## config.mk

```make
export PLATFORM = sky130hd
export DESIGN_NAME = dice_roll_sequencer
export DESIGN_NICKNAME = d
export VERILOG_FILES = /design/src/rtl/dice_pkg.sv /design/src/rtl/dice_face_lut.sv /design/src/rtl/dice_roll_sequencer.sv
export SDC_FILE = /design/constraint.sdc
export NUM_CORES = 1
export LEC_CHECK = 0
export CAP_MARGIN = 0
export CORE_ASPECT_RATIO = 0.7
export CORE_MARGIN = 3
export CORE_UTILIZATION = 32
export DETAILED_ROUTE_END_ITERATION = 8
export GPL_TIMING_DRIVEN = 0
export SLEW_MARGIN = 20
export SYNTH_ARGS = -nofsm -noshare
export SYNTH_HDL_FRONTEND = slang
export SYNTH_HIERARCHICAL = 1
export SYNTH_SLANG_ARGS = --single-unit
```

## constraint.sdc

```tcl
create_clock -name clk -period 10 [get_ports clk]
set_clock_uncertainty 0.15 [all_clocks]
set_input_delay 3 -clock clk [delete_from_list [all_inputs] [get_ports clk]]
set_output_delay 3 -clock clk [all_outputs]
set_load 0.02 [all_outputs]
```

## src/rtl/dice_pkg.sv

```systemverilog
// Shared types and widths for the dice roll sequencer.
package dice_pkg;

  localparam int SUM_W   = 11;
  localparam int VALUE_W = 7;

  typedef enum logic [2:0] {
    DIE_D4      = 3'd0,
    DIE_D6      = 3'd1,
    DIE_D8      = 3'd2,
    DIE_D10     = 3'd3,
    DIE_D12     = 3'd4,
    DIE_D20     = 3'd5,
    DIE_D100    = 3'd6,
    DIE_INVALID = 3'd7
  } die_e;

  typedef enum logic [1:0] {
    S_IDLE = 2'd0,
    S_REQ  = 2'd1,
    S_GAP  = 2'd2,
    S_DONE = 2'd3
  } state_e;

endpackage

```

## src/rtl/dice_face_lut.sv

```systemverilog
// Die code to face count; invalid code maps to 0.
module dice_face_lut
  import dice_pkg::*;
(
  input  die_e               die,
  output logic [VALUE_W-1:0] faces
);

  always_comb begin
    faces = '0;
    case (die)
      DIE_D4:   faces = 7'd4;
      DIE_D6:   faces = 7'd6;
      DIE_D8:   faces = 7'd8;
      DIE_D10:  faces = 7'd10;
      DIE_D12:  faces = 7'd12;
      DIE_D20:  faces = 7'd20;
      DIE_D100: faces = 7'd100;
      default:  faces = '0;
    endcase
  end

endmodule

```

## src/rtl/dice_roll_sequencer.sv

```systemverilog
// Requests N rolls from an external generator, accumulating the sum and
// natural-max/min/error flags; timeout is a down-counter per requested roll.
module dice_roll_sequencer
  import dice_pkg::*;
#(
  parameter int TIMEOUT_CYCLES = 64,
  parameter int COUNT_W        = 4
) (
  input  logic               clk,
  input  logic               rst_n,
  input  logic               start,
  input  logic [2:0]         die_sel,
  input  logic [COUNT_W-1:0] dice_count,
  input  logic               abort,
  output logic               roll_req,
  output logic [2:0]         roll_die,
  input  logic               roll_ack,
  input  logic [VALUE_W-1:0] roll_value,
  output logic [SUM_W-1:0]   sum,
  output logic               done,
  output logic               busy,
  output logic               nat_max,
  output logic               nat_min,
  output logic               err
);

  localparam int              TMO_W    = $clog2(TIMEOUT_CYCLES + 1);
  localparam logic [TMO_W-1:0] TMO_LOAD = TMO_W'(TIMEOUT_CYCLES - 1);

  state_e               state, state_nxt;
  die_e                 die_q;
  logic [COUNT_W-1:0]   remaining;
  logic [TMO_W-1:0]     tmo_cnt;
  logic [VALUE_W-1:0]   faces;
  logic [VALUE_W-1:0]   clamped;
  logic [SUM_W:0]       sum_wide;
  logic [SUM_W-1:0]     sum_add;
  logic                 val_ok;
  logic                 launch;
  logic                 accept;
  logic                 tmo_hit;

  dice_face_lut u_lut (
    .die   (die_q),
    .faces (faces)
  );

  assign roll_die = die_q;
  assign busy     = (state != S_IDLE);
  assign launch   = (state == S_IDLE) && start && !abort;

  // Out-of-range faces (including 0) are replaced by the face count
  assign val_ok   = (roll_value != '0) && (roll_value <= faces);
  assign clamped  = val_ok ? roll_value : faces;
  assign sum_wide = {1'b0, sum} + {{(SUM_W + 1 - VALUE_W){1'b0}}, clamped};
  assign sum_add  = sum_wide[SUM_W] ? '1 : sum_wide[SUM_W-1:0];

  always_ff @(posedge clk or negedge rst_n) begin
    if (!rst_n) state <= S_IDLE;
    else        state <= state_nxt;
  end

  always_comb begin
    state_nxt = state;
    roll_req  = 1'b0;
    done      = 1'b0;
    accept    = 1'b0;
    tmo_hit   = 1'b0;
    case (state)
      S_IDLE: begin
        if (start)
          state_nxt = (die_e'(die_sel) == DIE_INVALID) ? S_DONE : S_REQ;
      end
      S_REQ: begin
        roll_req = 1'b1;
        if (roll_ack) begin
          accept    = !abort;
          state_nxt = (remaining == COUNT_W'(1)) ? S_DONE : S_GAP;
        end else if (tmo_cnt == '0) begin
          tmo_hit   = !abort;
          state_nxt = S_DONE;
        end
      end
      S_GAP:  state_nxt = S_REQ;
      S_DONE: begin
        done      = !abort;
        state_nxt = S_IDLE;
      end
      default: state_nxt = S_IDLE;
    endcase
    if (abort) state_nxt = S_IDLE;
  end

  always_ff @(posedge clk or negedge rst_n) begin
    if (!rst_n) begin
      die_q     <= DIE_D4;
      remaining <= '0;
      tmo_cnt   <= '0;
      sum       <= '0;
      nat_max   <= 1'b0;
      nat_min   <= 1'b0;
      err       <= 1'b0;
    end else if (launch) begin
      die_q     <= die_e'(die_sel);
      remaining <= (dice_count == '0) ? COUNT_W'(1) : dice_count;
      tmo_cnt   <= TMO_LOAD;
      sum       <= '0;
      nat_max   <= 1'b0;
      nat_min   <= 1'b0;
      err       <= (die_e'(die_sel) == DIE_INVALID);
    end else if (accept) begin
      sum       <= sum_add;
      remaining <= remaining - COUNT_W'(1);
      tmo_cnt   <= TMO_LOAD;
      if (!val_ok)               err     <= 1'b1;
      if (roll_value == faces)   nat_max <= 1'b1;
      if (roll_value == 7'd1)    nat_min <= 1'b1;
    end else if (tmo_hit) begin
      err       <= 1'b1;
    end else if (state == S_REQ && !abort && !roll_ack) begin
      tmo_cnt   <= tmo_cnt - TMO_W'(1);
    end
  end

endmodule
```

=== Yosys cells after proc, flatten, opt, wreduce, memory -nomap -nowiden ===
Cells that the tools add are included.

* Memory bits (writable): 0
* Bits in latches: 0
* Input bits: 19
* Memories kept: 0
* Word-level logic and storage cells: 88
* ROM bits: 0
* Register bits after elaboration: 30
* Output and inout port bits: 20

* $mul: 0
* Equality and inequality tests: 17
* Mux-type cells: 36
* Add/subtract/negate cells: 3
* Shift operators: 0
* Divide/modulo/power cells: 0
* Magnitude comparators: 1
* Bitwise logic cells: 0
* Reduce and logical (&&, ||, !) cells: 23

{| class="wikitable"
|+ Operators with widths
! kind !! count
|-
| one-hot mux 7 bit (7 select lines) || 1
|-
| two-way mux 7 bit || 5
|-
| two-way mux 11 bit || 3
|-
| two-way mux 1 bit || 18
|-
| adder 11 x 7 -> 12 bit || 1
|-
| == test 3 bit (second input constant) || 4
|-
| two-way mux 4 bit || 3
|-
| two-way mux 2 bit || 5
|-
| AND reduction 2 bit || 5
|-
| inequality test 3 bit (second input constant) || 3
|-
| one-hot mux 2 bit (4 select lines) || 1
|-
| nonzero test 2 bit || 4
|-
| == test 7 x 1 -> 1 bit (second input constant) || 1
|-
| == test 7 bit || 1
|-
| less-or-equal comparator 7 bit || 1
|-
| zero test 7 bit || 1
|-
| nonzero test 7 bit || 1
|-
| subtractor 7 x 1 -> 7 bit (second input constant) || 1
|-
| == test 3 x 2 -> 1 bit (second input constant) || 2
|-
| nonzero test 3 bit || 2
|-
| logical AND 1 bit || 5
|-
| == test 2 bit (second input constant) || 2
|-
| == test 4 x 1 -> 1 bit (second input constant) || 1
|-
| zero test 4 bit || 1
|-
| 7 further kinds || 8
|}

=== Depth between registers and ports, before layout ===
* Depth in word-level cells: 9
* Depth in mapped cells: 17
* Gate-level depth less buffers: 16

=== By module ===
Netlist, hierarchy kept.

{| class="wikitable"
|+ Modules (own cells, without submodules)
! module !! cells an instance !! area an instance (µm²) !! times used !! seq. area each (µm²)
|-
| dice_roll_sequencer || 229 || 2,078.2 || 1 || 750.7
|-
| dice_face_lut || 10 || 58.8 || 1 || 0.0
|}

=== Worst setup path after synthesis ===
No wires, ideal clock.

* Kind: input to output
* Start: input port abort
* End: output port done
* Setup slack: 3,557 ps
* Arrival time: 3,293 ps
* Path buffers: 0
* Cell stages on the path: 1
* Data required time: 6,850 ps
* Cell sequence: nor2_1

* Cells in the longest elaborated chain, start to end: 2

{| class="wikitable"
|+ Ends and longest elaborated chain
! item !! line !! RTL
|-
| start, declared || dice_roll_sequencer.sv:14 || <nowiki>input logic abort,</nowiki>
|-
| zero test 1 bit || dice_roll_sequencer.sv:86 || <nowiki>done = !abort;</nowiki>
|-
| two-way mux 1 bit || dice_roll_sequencer.sv:69 || <nowiki>case (state)</nowiki>
|-
| end, declared || dice_roll_sequencer.sv:20 || <nowiki>output logic done,</nowiki>
|}

Every way passes these cells.

=== Worst setup path after layout ===
Same ends and word-level chain as after synthesis.

==> impl_metrics.py <==
metrics = {
    "status": {
        "status": "finished, final reports clean",
    },
    "sta": {
        "max_clock_freq_mhz": 134,
        "rsz0062_at_grt": "no",
        "slew_headroom": 0.572,
        "setup_viol": 0,
        "fin_crit_sh": 0.746,
        "min_period_ps": 7460,
        "setup_tns_ps": 0,
        "setup_ws_ps": 2540,
        "worst_pin_slew_ps": 639,
        "finalHoldViolCount": 0,
        "finalMaxSlewViolations": 0,
    },
    "synthesis": {
        "syn_nets": 277,
        "ys_ff_latch": 30,
        "post-synth-top-count-cell": "dfrtp_1",
        "synth_area_leaders": "dfrtp_1, ha_1, a21oi_1, nand2_1, nor2_1",
        "synth-async-reset-ratio": 1.00,
        "synth-edff-count": 0,
        "yosysSeqAreaShare": 0.351,
        "ys.flop_type": "dfrtp_1",
        "yosys.area.top_type": "dfrtp_1",
        "synth_top_area_frac": 0.351,
        "yosysWarnings": 6,
        "syn_avg_cell_area_um2": 8.94,
        "synth_area_um2": 2140,
        "synth_common_cells": "dfrtp_1, nand2_1, a21oi_1, nor2_1, ha_1",
        "netlist_instances": 239,
        "synth_cell_types": 51,
    },
    "floorplanning": {
        "start_util": 0.337,
        "core_area_um2": 6340,
        "rows": 24,
        "ios": 39,
        "die_w_um": 104,
        "die-area_um2": 7710,
        "dieHeight_um": 74.4,
    },
    "placement": {
        "pre_cts_ws_ps": 2510,
        "port_buffers": 38,
        "dpl.hpwl_um": 4120,
        "gp_congestion": 0.808,
    },
    "clock_tree": {
        "htree_levels": 2,
        "cts_num_sinks": 30,
        "post_cts_buffers": 0,
        "cts_tree": "yes",
        "cts_resized": 0,
        "ctsHoldBuffers": 0,
        "path_clk_slew_ps": 70,
        "clkLatencyLatePin_ps": 290,
        "cts_made_buffers": 5,
        "root_buffer": "clkbuf_8",
        "clockBufferDepth": 2,
    },
    "routing": {
        "viasPerCell": 5.01,
        "drc": 0,
        "drt_iter0_drc": 54,
        "dr.pass1.iters": 4,
        "vias": 1887,
        "ant_nets": 0,
        "wire_per_inst_um": 14.0,
        "drt-total-wl_um": 5290,
    },
    "critical_path": {
        "critPathSlowestCell": "clkdlybuf4s50_1",
        "startpoint_type": "input pin",
        "rrSetupSlack_ps": 5720,
        "cp.arrival_ps": 4310,
        "cpMostUsedCell": "clkdlybuf4s50_1",
        "cp_max_fo": 9,
        "endpoint_kind": "output port",
        "critPathRequiredTime_ps": 6850,
        "cp_cell_sequence": "clkdlybuf4s50_1, nor2_1, clkdlybuf4s50_1",
        "criticalPathCategory": "input pin to output port",
        "slowest_delay_ps": 610,
    },
    "hold_path": {
        "hold_class": "flop to flop",
    },
    "layout": {
        "antenna_cells": 0,
        "layout.nets": 323,
        "synthToLayoutAreaGrowth_pct": 29.0,
        "drive_above_1_share": 0.0979,
    },
    "grt": {
        "grt_usage": 0.146,
        "grt_pass1_vias": 1781,
        "use_met2": 0.212,
        "grt_start_max_net_pins": 24,
        "gr-total-overflow": 0,
        "grt_use_met1": 0.212,
        "grtUsageMet3": 0.0408,
        "antenna_found_initial": 0,
        "busiest_layer": "met2",
        "grt_pass1_wl_um": 8870,
    },
    "power_and_ir_drop": {
        "irDropWorstVdd_mv": 0.0560,
        "power-per-cell-area_nw_per_um2": 179,
        "leakage_uw": 0.00117,
    },
    "job": {
        "cap_violations": 0,
    },
}
-- critical path: cells and delay by family --
| family | cells | cell delay, ps |
|---|---|---|
| buffers and inverters | 2 | 1160 |
| and+or+nand+nor | 1 | 150 |
-- cells by family after synthesis --
family / share of synthesized area
flops: 0.351
compound gates: 0.218
mux: 0.0141
simple gates: 0.212
other cells: 0.00175
fa+ha+maj: 0.115
buf+inv: 0.0468
xor+xnor: 0.0410
-- area by class of cell --
class                   count  area (µm²)
multi-input cells         188        1290
well taps                  91         114
clock buffers               8         110
fillers                   654        3580
repair buffers             39         395
inverters                  12        45.0
flip-flops and latches     30         751
plain buffers               9        55.1
-- power breakdown --
group          leakage [µW]  internal, µW  switching, µW
sequential         0.000366           142           20.1
clock             0.0000575          69.5           49.2
combinational      0.000743          98.9            114
-- per-stage QoR --
step,utilization,hold slack (ps),total power [µW],instances,instance area (µm²)
6_report,0.435,363,494,377,2760
5_1_grt,0.435,381,534,377,2760
2_1_floorplan,-,322,307,239,2140
4_1_cts,0.435,364,499,377,2760
3_3_place_gp,0.415,343,374,368,2630
3_5_place_dp,0.418,332,378,369,2650
-- cell usage in the layout (no fill, tap or decap), types with 3 or more instances in the layout --
| cell | n |
|---|---|
| clkdlybuf4s50_1 | 37 |
| dfrtp_1 | 30 |
| nand2_1 | 28 |
| a21oi_1 | 25 |
| nor2_1 | 19 |
| ha_1 | 18 |
| inv_1 | 12 |
| o21ai_0 | 10 |
| xor2_1 | 8 |
| nor3_1 | 8 |
| clkbuf_8 | 8 |
| a211oi_1 | 7 |
| a22o_1 | 7 |
| nand3_1 | 6 |
| o211ai_1 | 4 |
| buf_2 | 3 |
| nand2b_1 | 3 |
| clkbuf_1 | 3 |
| buf_4 | 3 |
| mux2i_1 | 3 |
-- flip-flops by register name, indices dropped and copies added, names as in the netlist --
signal / flops
err: 1
nat_max: 1
nat_min: 1
remaining: 4
roll_die: 3
state: 2
sum: 11
tmo_cnt: 7
-- metal layers --
metal  wire, µm  vias to the layer above  share of wire
li1           -                      956              -
met1       2910                      894           0.55
met2       2120                       33           0.40
met3        208                        4          0.039
met4         49                        0         0.0093
met5          0                        -              0
-- final timing paths --
path | start | to | depth (start not counted)
worst min register to register | remaining[3] | remaining[3] | 1
max in group asynchronous | rst_n | tmo_cnt[5] | 2
worst min-delay path | remaining[3] | remaining[3] | 1
worst max register to register | roll_die[0] | sum[8] | 16
min in group asynchronous | rst_n | sum[7] | 1
worst max-delay path | abort | done | 3
Power figures use the tool's default switching activity.
